File: src/rtl/sram_port_arbiter_if.sv
// Fetch port, data port and SRAM bus of sram_port_arbiter, grouped as one interface.
// Handshake: a requester holds xx_req and its command stable until xx_addr_ok is high in the same
// cycle; xx_data_ok (plus d_err for the data side) follows exactly one cycle after that acceptance.
interface sram_port_arbiter_if #(
  parameter int ADDR_W = 32,
  parameter int DATA_W = 32
);
  logic              i_req;
  logic [ADDR_W-1:0] i_addr;
  logic              i_addr_ok;
  logic              i_data_ok;
  logic [DATA_W-1:0] i_rdata;

  logic              d_req;
  logic              d_we;
  logic [1:0]        d_size;
  logic [ADDR_W-1:0] d_addr;
  logic [DATA_W-1:0] d_wdata;
  logic              d_addr_ok;
  logic              d_data_ok;
  logic [DATA_W-1:0] d_rdata;
  logic              d_err;

  logic              sram_en;
  logic [3:0]        sram_we;
  logic [ADDR_W-1:0] sram_addr;
  logic [DATA_W-1:0] sram_wdata;
  logic [DATA_W-1:0] sram_rdata;

  // Arbiter side.
  modport slave (
    input  i_req, i_addr, d_req, d_we, d_size, d_addr, d_wdata, sram_rdata,
    output i_addr_ok, i_data_ok, i_rdata, d_addr_ok, d_data_ok, d_rdata, d_err,
           sram_en, sram_we, sram_addr, sram_wdata
  );

  // Requesters plus the SRAM itself.
  modport master (
    output i_req, i_addr, d_req, d_we, d_size, d_addr, d_wdata, sram_rdata,
    input  i_addr_ok, i_data_ok, i_rdata, d_addr_ok, d_data_ok, d_rdata, d_err,
           sram_en, sram_we, sram_addr, sram_wdata
  );
endinterface

File: src/rtl/sram_port_arbiter.sv
// Shares one synchronous SRAM port (read latency 1) between fetch (I) and load/store (D).
// Optional macro ARB_ROUND_ROBIN_EN: alternate grants on contention instead of fixed D priority.
module sram_port_arbiter #(
  parameter int ADDR_W = 32,
  parameter int DATA_W = 32
) (
  input  logic                clk,
  input  logic                rst,
  sram_port_arbiter_if.slave  bus,
  output logic [1:0]          dbg_state_o
);

  typedef enum logic [1:0] {
    IDLE   = 2'd0,
    I_WAIT = 2'd1,
    D_WAIT = 2'd2,
    D_ERR  = 2'd3
  } state_t;

  state_t      state_q, state_d;
  logic        grant_i, grant_d;
  logic        d_illegal;
  logic [3:0]  st_we;
  logic [DATA_W-1:0] st_wdata;
  logic        unused_ok;

  assign unused_ok   = ^bus.i_addr[1:0];
  assign dbg_state_o = state_q;

  assign d_illegal = (bus.d_size == 2'd3)
                  || ((bus.d_size == 2'd1) && bus.d_addr[0])
                  || ((bus.d_size == 2'd2) && (bus.d_addr[1:0] != 2'b00));

`ifdef ARB_ROUND_ROBIN_EN
  logic last_d_q, last_d_d;

  // On contention the requester that did not win last time goes first.
  always_comb begin
    grant_i = 1'b0;
    grant_d = 1'b0;
    if (!rst) begin
      if (bus.i_req && bus.d_req) begin
        grant_d = !last_d_q;
        grant_i = last_d_q;
      end else begin
        grant_d = bus.d_req;
        grant_i = bus.i_req;
      end
    end
  end

  always_comb begin
    last_d_d = last_d_q;
    if (grant_d) begin
      last_d_d = 1'b1;
    end else if (grant_i) begin
      last_d_d = 1'b0;
    end
  end

  always_ff @(posedge clk or posedge rst) begin
    if (rst) begin
      last_d_q <= 1'b0;
    end else begin
      last_d_q <= last_d_d;
    end
  end
`else
  always_comb begin
    grant_d = !rst && bus.d_req;
    grant_i = !rst && bus.i_req && !bus.d_req;
  end
`endif

  // Store lanes: narrow data is replicated so the byte enables alone pick the target bytes.
  always_comb begin
    st_we    = 4'b0000;
    st_wdata = {DATA_W{1'b0}};
    case (bus.d_size)
      2'd0: begin
        st_we    = 4'b0001 << bus.d_addr[1:0];
        st_wdata = {4{bus.d_wdata[7:0]}};
      end
      2'd1: begin
        st_we    = 4'b0011 << bus.d_addr[1:0];
        st_wdata = {2{bus.d_wdata[15:0]}};
      end
      default: begin
        st_we    = 4'b1111;
        st_wdata = bus.d_wdata;
      end
    endcase
  end

  always_comb begin
    state_d        = IDLE;
    bus.i_addr_ok  = grant_i;
    bus.d_addr_ok  = grant_d;
    bus.sram_en    = 1'b0;
    bus.sram_we    = 4'b0000;
    bus.sram_addr  = {ADDR_W{1'b0}};
    bus.sram_wdata = {DATA_W{1'b0}};
    bus.i_data_ok  = 1'b0;
    bus.i_rdata    = {DATA_W{1'b0}};
    bus.d_data_ok  = 1'b0;
    bus.d_rdata    = {DATA_W{1'b0}};
    bus.d_err      = 1'b0;

    if (grant_i) begin
      state_d       = I_WAIT;
      bus.sram_en   = 1'b1;
      bus.sram_addr = {bus.i_addr[ADDR_W-1:2], 2'b00};
    end else if (grant_d) begin
      if (d_illegal) begin
        // Accepted so the requester sees its error, but the SRAM is left untouched.
        state_d = D_ERR;
      end else begin
        state_d       = D_WAIT;
        bus.sram_en   = 1'b1;
        bus.sram_addr = {bus.d_addr[ADDR_W-1:2], 2'b00};
        if (bus.d_we) begin
          bus.sram_we    = st_we;
          bus.sram_wdata = st_wdata;
        end
      end
    end

    case (state_q)
      I_WAIT: begin
        bus.i_data_ok = 1'b1;
        bus.i_rdata   = bus.sram_rdata;
      end
      D_WAIT: begin
        bus.d_data_ok = 1'b1;
        bus.d_rdata   = bus.sram_rdata;
      end
      D_ERR: begin
        bus.d_data_ok = 1'b1;
        bus.d_err     = 1'b1;
      end
      default: ;
    endcase
  end

  always_ff @(posedge clk or posedge rst) begin
    if (rst) begin
      state_q <= IDLE;
    end else begin
      state_q <= state_d;
    end
  end

endmodule
File: src/flat_wrapper.sv
// flat-port wrapper written by rule: the top's interface ports become plain ports
module sram_port_arbiter_flat 
#(
  parameter int ADDR_W = 32,
  parameter int DATA_W = 32
)
  (clk, rst, dbg_state_o, bus_i_req, bus_i_addr, bus_d_req, bus_d_we, bus_d_size, bus_d_addr, bus_d_wdata, bus_sram_rdata, bus_i_addr_ok, bus_i_data_ok, bus_i_rdata, bus_d_addr_ok, bus_d_data_ok, bus_d_rdata, bus_d_err, bus_sram_en, bus_sram_we, bus_sram_addr, bus_sram_wdata);
  sram_port_arbiter_if #(.ADDR_W(ADDR_W), .DATA_W(DATA_W)) bus_i ();
  input  logic clk;
  input  logic rst;
  output logic [1:0] dbg_state_o;
  input wire logic [$bits(bus_i.i_req)-1:0] bus_i_req;
  input wire logic [$bits(bus_i.i_addr)-1:0] bus_i_addr;
  input wire logic [$bits(bus_i.d_req)-1:0] bus_d_req;
  input wire logic [$bits(bus_i.d_we)-1:0] bus_d_we;
  input wire logic [$bits(bus_i.d_size)-1:0] bus_d_size;
  input wire logic [$bits(bus_i.d_addr)-1:0] bus_d_addr;
  input wire logic [$bits(bus_i.d_wdata)-1:0] bus_d_wdata;
  input wire logic [$bits(bus_i.sram_rdata)-1:0] bus_sram_rdata;
  output wire logic [$bits(bus_i.i_addr_ok)-1:0] bus_i_addr_ok;
  output wire logic [$bits(bus_i.i_data_ok)-1:0] bus_i_data_ok;
  output wire logic [$bits(bus_i.i_rdata)-1:0] bus_i_rdata;
  output wire logic [$bits(bus_i.d_addr_ok)-1:0] bus_d_addr_ok;
  output wire logic [$bits(bus_i.d_data_ok)-1:0] bus_d_data_ok;
  output wire logic [$bits(bus_i.d_rdata)-1:0] bus_d_rdata;
  output wire logic [$bits(bus_i.d_err)-1:0] bus_d_err;
  output wire logic [$bits(bus_i.sram_en)-1:0] bus_sram_en;
  output wire logic [$bits(bus_i.sram_we)-1:0] bus_sram_we;
  output wire logic [$bits(bus_i.sram_addr)-1:0] bus_sram_addr;
  output wire logic [$bits(bus_i.sram_wdata)-1:0] bus_sram_wdata;
  assign bus_i.i_req = bus_i_req;
  assign bus_i.i_addr = bus_i_addr;
  assign bus_i.d_req = bus_d_req;
  assign bus_i.d_we = bus_d_we;
  assign bus_i.d_size = bus_d_size;
  assign bus_i.d_addr = bus_d_addr;
  assign bus_i.d_wdata = bus_d_wdata;
  assign bus_i.sram_rdata = bus_sram_rdata;
  assign bus_i_addr_ok = bus_i.i_addr_ok;
  assign bus_i_data_ok = bus_i.i_data_ok;
  assign bus_i_rdata = bus_i.i_rdata;
  assign bus_d_addr_ok = bus_i.d_addr_ok;
  assign bus_d_data_ok = bus_i.d_data_ok;
  assign bus_d_rdata = bus_i.d_rdata;
  assign bus_d_err = bus_i.d_err;
  assign bus_sram_en = bus_i.sram_en;
  assign bus_sram_we = bus_i.sram_we;
  assign bus_sram_addr = bus_i.sram_addr;
  assign bus_sram_wdata = bus_i.sram_wdata;
  sram_port_arbiter #(.ADDR_W(ADDR_W), .DATA_W(DATA_W)) u_core (.clk(clk), .rst(rst), .bus(bus_i), .dbg_state_o(dbg_state_o));
endmodule
File: config.mk
export PLATFORM = sky130hd
export DESIGN_NAME = sram_port_arbiter_flat
export DESIGN_NICKNAME = d
export VERILOG_FILES = /design/src/rtl/sram_port_arbiter_if.sv /design/src/rtl/sram_port_arbiter.sv /design/src/flat_wrapper.sv
export SDC_FILE = /design/constraint.sdc
export NUM_CORES = 1
export LEC_CHECK = 0
export BUFFER_PORTS_ARGS = -buffer_cell sky130_fd_sc_hd__buf_2
export CORE_AREA = 2 2 105 107
export CTS_BUF_LIST = sky130_fd_sc_hd__clkbuf_8
export DETAILED_ROUTE_END_ITERATION = 12
export DIE_AREA = 0 0 107 109
export PLACE_DENSITY = 0.5
export SYNTH_ARGS = -nofsm -noshare
export SYNTH_HDL_FRONTEND = slang
export SYNTH_SLANG_ARGS = --single-unit
File: constraint.sdc
create_clock -name clk -period 1.5 [get_ports clk]
set_clock_uncertainty 0.2 [all_clocks]
set_input_delay 0 -clock clk [delete_from_list [all_inputs] [get_ports clk]]
set_output_delay 0 -clock clk [all_outputs]
set_load 0.05 [all_outputs]
[Word-level counts from Yosys, hierarchy flattened]
Cells that the tools add are included.
Storage, ports and cells
  bits of input ports: 135
  bits in read-only memories: 0
  register bits after elaboration: 2
  output and inout bits: 140
  logic and storage cells: 45
  memories: 0
  bits in writable memories: 0
  latch bits: 0
Cells by class
  shifts and indexed selects: 2
  multiplexer cells: 24
  add/subtract/negate cells: 0
  divide/modulo/power cells: 0
  order comparisons: 0
  reductions and logical operators: 12
  $mul: 0
  bitwise gates (word level): 0
  equal/unequal tests: 6
Operators by type and width (count)
  $mux 32: 9
  $pmux 32 s2: 1
  $mux 4: 4
  $eq 2x2->1 const B: 4
  $pmux 4 s2: 1
  $mux 1: 7
  $logic_and 1x1->1: 5
  $eq 2x1->1 const B: 2
  $mux 2: 2
  $shl 1x2->4 const A: 1
  $shl 2x2->4 const A: 1
  $logic_not 1->1: 2
  $logic_not 2->1: 1
  $logic_or 1x1->1: 2
  $reduce_bool 2->1: 1
  $reduce_or 2->1: 1

[Depth between registers and ports, before layout]
  depth in word-level cells: 7
  mapped depth: 4
  depth with buffers taken out: 3

[Worst setup path before layout]
OpenSTA, ideal clock, no wires.
  path type: input port to output port
  from: in bus_d_size[0]
  to: out bus_sram_we[0]
  path buffers: 1
  stages on the path: 2
  required time: 1300 ps
  arrival: 2662 ps
  setup slack: -1362 ps
  path through: buf_2 a2111oi_0
On the way
  cells in the longest elaborated chain, start to end: 7
  elaborated cells between the ends (all ways): 13
  those cells by class: eq/ne (3); mux (5); reduce/logical (5)
RTL lines
  from (decl): line flat_wrapper.sv:16  | input wire logic [$bits(bus_i.d_size)-1:0] bus_d_size;
  parallel branches: the longest is 4 deep, another holds $pmux 4 s2
  $mux 4 *: line sram_port_arbiter.sv:114  | if (d_illegal) begin
  $mux 4 *: line sram_port_arbiter.sv:113  | end else if (grant_d) begin
  $mux 4 *: line sram_port_arbiter.sv:109  | if (grant_i) begin
  to (decl): line flat_wrapper.sv:28  | output wire logic [$bits(bus_i.sram_we)-1:0] bus_sram_we;
Every way passes the cells marked *.

[Worst setup path after layout]
  from: reg u_core.state_q[1], in the netlist u_core.dbg_state_o[1]
  to: out bus_d_rdata[22]
On the way
  cells in the longest elaborated chain, start to end: 2
RTL lines
  from (decl): line sram_port_arbiter.sv:20  | state_t state_q, state_d;
  from (signal assigned): line sram_port_arbiter.sv:149  | state_q <= state_d;
  $eq 2x2->1: line sram_port_arbiter.sv:128  | case (state_q)
  $mux 32: line sram_port_arbiter.sv:128
  to (decl): line flat_wrapper.sv:25  | output wire logic [$bits(bus_i.d_rdata)-1:0] bus_d_rdata;
Every way passes these cells.

==> metrics.md <==
| Metric | Value |
|---|---|
| Wire per inst | 14.5 um |
| Min-delay src | bus_d_size[0] |
| CTS Buf Count | 3 |
| Period minus WS final | 1.53 ns |
| Fill count | 1,063 |
| Startpoint types | flip-flop |
| Top post-synthesis cells by count | and2_1 (73), a22o_1 (30), nor2_1 (19), mux2i_1 (16), clkbuf_1 (11) |
| Psw | 922 uW |
| Post-synth EDFFs | 0 |
| Crit Path Max Fanout | 16 |
| Post-synthesis register bit count | 2 |
| Layout cell share with drive strength beyond 1 | 0.781 |
| Final slew viol count | 0 |
| Switch share | 0.521 |
| Crit end category | primary output |
| Post-Synthesis Cells | roughly 220 |
| Final cell count without fillers | 628 |
| Routed vias | 2,693 |
| Synth area leader | and2_1 |
| Max_cap viols | 0 |
| Max FFs per register | 2 |
| Dominant synthesized flop cell | dfrtp_1 |
| Synthesized cell area | approximately 1500 um2 |
| Synth top area cells | and2_1 (30%), a22o_1 (17%), mux2i_1 (11%), mux2_2 (5.9%), nor2_1 (4.7%) |
| N_diodes | 0 |
| Register area share after synthesis | 0.0329 |
| Routability Congestion | 0.750 |
| Unique masters post-synth | 29 |
| GRT Overall Usage | 0.132 |
| Drt total wl | around 9100 um |
| Vias in the first global route | roughly 2,600 |
| Core area | 10,600 um2 |
| Horiz. Die Dim | 107 um |
| Final period util | 1.02 |
| First-pass GRT wire length | 12,300 um |
| # placed instances | 619 |
| Die area | 11,700 um2 |
| Critical Path Start | u_core.dbg_state_o[1] |
| Syn. warnings | 0 |
| Grt total ovfl | 0 |
| RSZ-0062 raised after global routing | true |
| Most common cell in the netlist | and2_1 |
| Final Setup Violations | 16 |
| Yosys top cell area share | 0.301 |
| Sequential fraction of design power | 0.036 |
| Clk root buf | clkbuf_8 |
| Logic pwr share | 0.842 |
| Final HPWL DP | 7140 um |
| Avg Cell Area, Syn | 6.94 um2 |
| Max Fclk | 656 MHz |
| Async S/R FF share, synth | 1.00 |
| Cell Rows | 38 |
| Largest net degree at the start of global routing | 34 |
| Endpoints failing hold | 0 |
| Starting Density | 0.143 |
| DRC | 0 |
| Worst vdd ir | 187 uV |
| Ports | 275 |
| H-tree levels | 1 |
| Design Power | 1770 uW |
| Failing checks | negative setup slack |
| TritonCTS clock tree | yes |
| CTS clock-pin slew for the worst setup and hold paths | 0.03 ns |
| Port-buffer cells | 270 |
| CTS Buffer Depth | 2 |
| CTS sink cnt | 2 |
| Req. time, crit path | 1.30 ns |
| Outcome | finished with violations |
| Pwr/cell area | approximately 430 nW/um2 |
| Layout net count | between 600 and 700 |
| Hold Path Class | in2reg |
| Initial antenna violation count | 1 |
| Static Leak | 0.00218 uW |
| Drt via density | 4.29 |
| Crit path kind | reg2out |
| Area grow syn2layout | 172% |
| Drt initial violations | 80 |
| Die Y | 109 um |
| 1st-pass router iterations | 4 |
| Internal | about 850 uW |
| Clock share of power | 0.122 |
| Final ANT Viol Nets | 0 |
| Crit path arrival time | between 1 and 1.5 ns |
| Setup ws final | -0.0254 ns |
metal layers:
metal | track usage | vias up | part of all wire | wire [um]
li1 | - | 1293 | - | -
met1 | 0.136 | 1219 | 0.36 | 3300
met2 | 0.255 | 165 | 0.53 | 4790
met3 | 0.0412 | 14 | 0.094 | 857
met4 | 0.0399 | 2 | 0.016 | 150
met5 | 0 | - | 0.0014 | 13
logic make-up (layout without fill, tap and decap cells):
group                  after synthesis  in the layout  synth area share
other                                1              2           0.00247
XOR/XNOR                             1              1           0.00577
AO/OA/AOI/OAI                       56             57             0.283
multiplexers                        24             24             0.165
AND/OR/NAND/NOR                    112            112             0.423
flip-flops                           2              2            0.0330
buffers and inverters               23            290            0.0889
worst paths after layout:
check / endpoint / slack (ns) / cells past startpoint
max in group asynchronous: u_core.dbg_state_o[1] / 0.90 / 3
worst min-delay path: u_core.dbg_state_o[0] / 0.03 / 3
min in group asynchronous: u_core.dbg_state_o[0] / 0.08 / 3
worst max-delay path: bus_d_rdata[22] / -0.03 / 4
power groups by stage:
stage | Clock [uW] | Combinational, uW | Sequential (uW)
2_1_floorplan | 0 | 856 | 74.2
3_3_place_gp | 0 | 1260 | 63.8
3_5_place_dp | 0 | 1270 | 63.7
4_1_cts | 225 | 1420 | 63.8
5_1_grt | 230 | 1560 | 63.9
6_report | 216 | 1490 | 63.2
worst max-delay path: stages, from the launching register on:
cell	delay, ns
dfrtp_2	0.39
nor2b_4	0.22
clkbuf_16	0.20
and2_4	0.15
buf_8	0.14
cell usage in the layout, fill, tap and decap left out, types with 7 or more instances in the layout:
cell / count
o21ai_0: 10
mux2i_1: 16
and2_4: 51
a21oi_1: 10
buf_12: 7
and2_1: 12
mux2_2: 8
a22o_1: 30
nand2_1: 8
nor2_1: 9
buf_4: 37
nor2_2: 10
buf_6: 20
buf_2: 158
clkbuf_4: 13
and2_2: 10
buf_8: 48
area by class of cell:
class                      count  area (um2)  area share
clock buffer                   3        41.3     0.00999
sequential                     2        52.6      0.0127
multi-input combinational    196        1560       0.378
tap                          140         175      0.0424
timing repair buffer         286        2300       0.556
inverter                       1        3.75    0.000908
repair_timing:
action / CTS / global route
endpoints found under the hold margin: 3 / 0
endpoints found under the setup margin: 91 / 103
hold buffers: 2 / 0
pin swaps: 7 / 2
buffers inserted: 1 / 1
gates resized for setup: 167 / 69
gates cloned: 0 / 2
per-stage QoR:
step | hold WS [ns] | instance area [um2] | TNS (ns) | setup WS, ns | util
floorplan | -0.459 | 1730 | -2.24 | -0.239 | -
global placement | -0.279 | 3290 | -0.125 | -0.0387 | 0.310
detailed placement | -0.275 | 3290 | -0.289 | -0.0492 | 0.310
CTS | 0.0258 | 3880 | -0.513 | -0.0501 | 0.366
global route | 0.0515 | 4130 | -2.38 | -0.0835 | 0.390
finish | 0.0299 | 4130 | -0.283 | -0.0254 | 0.390
Note: power is estimated with default switching activity, not from simulation.
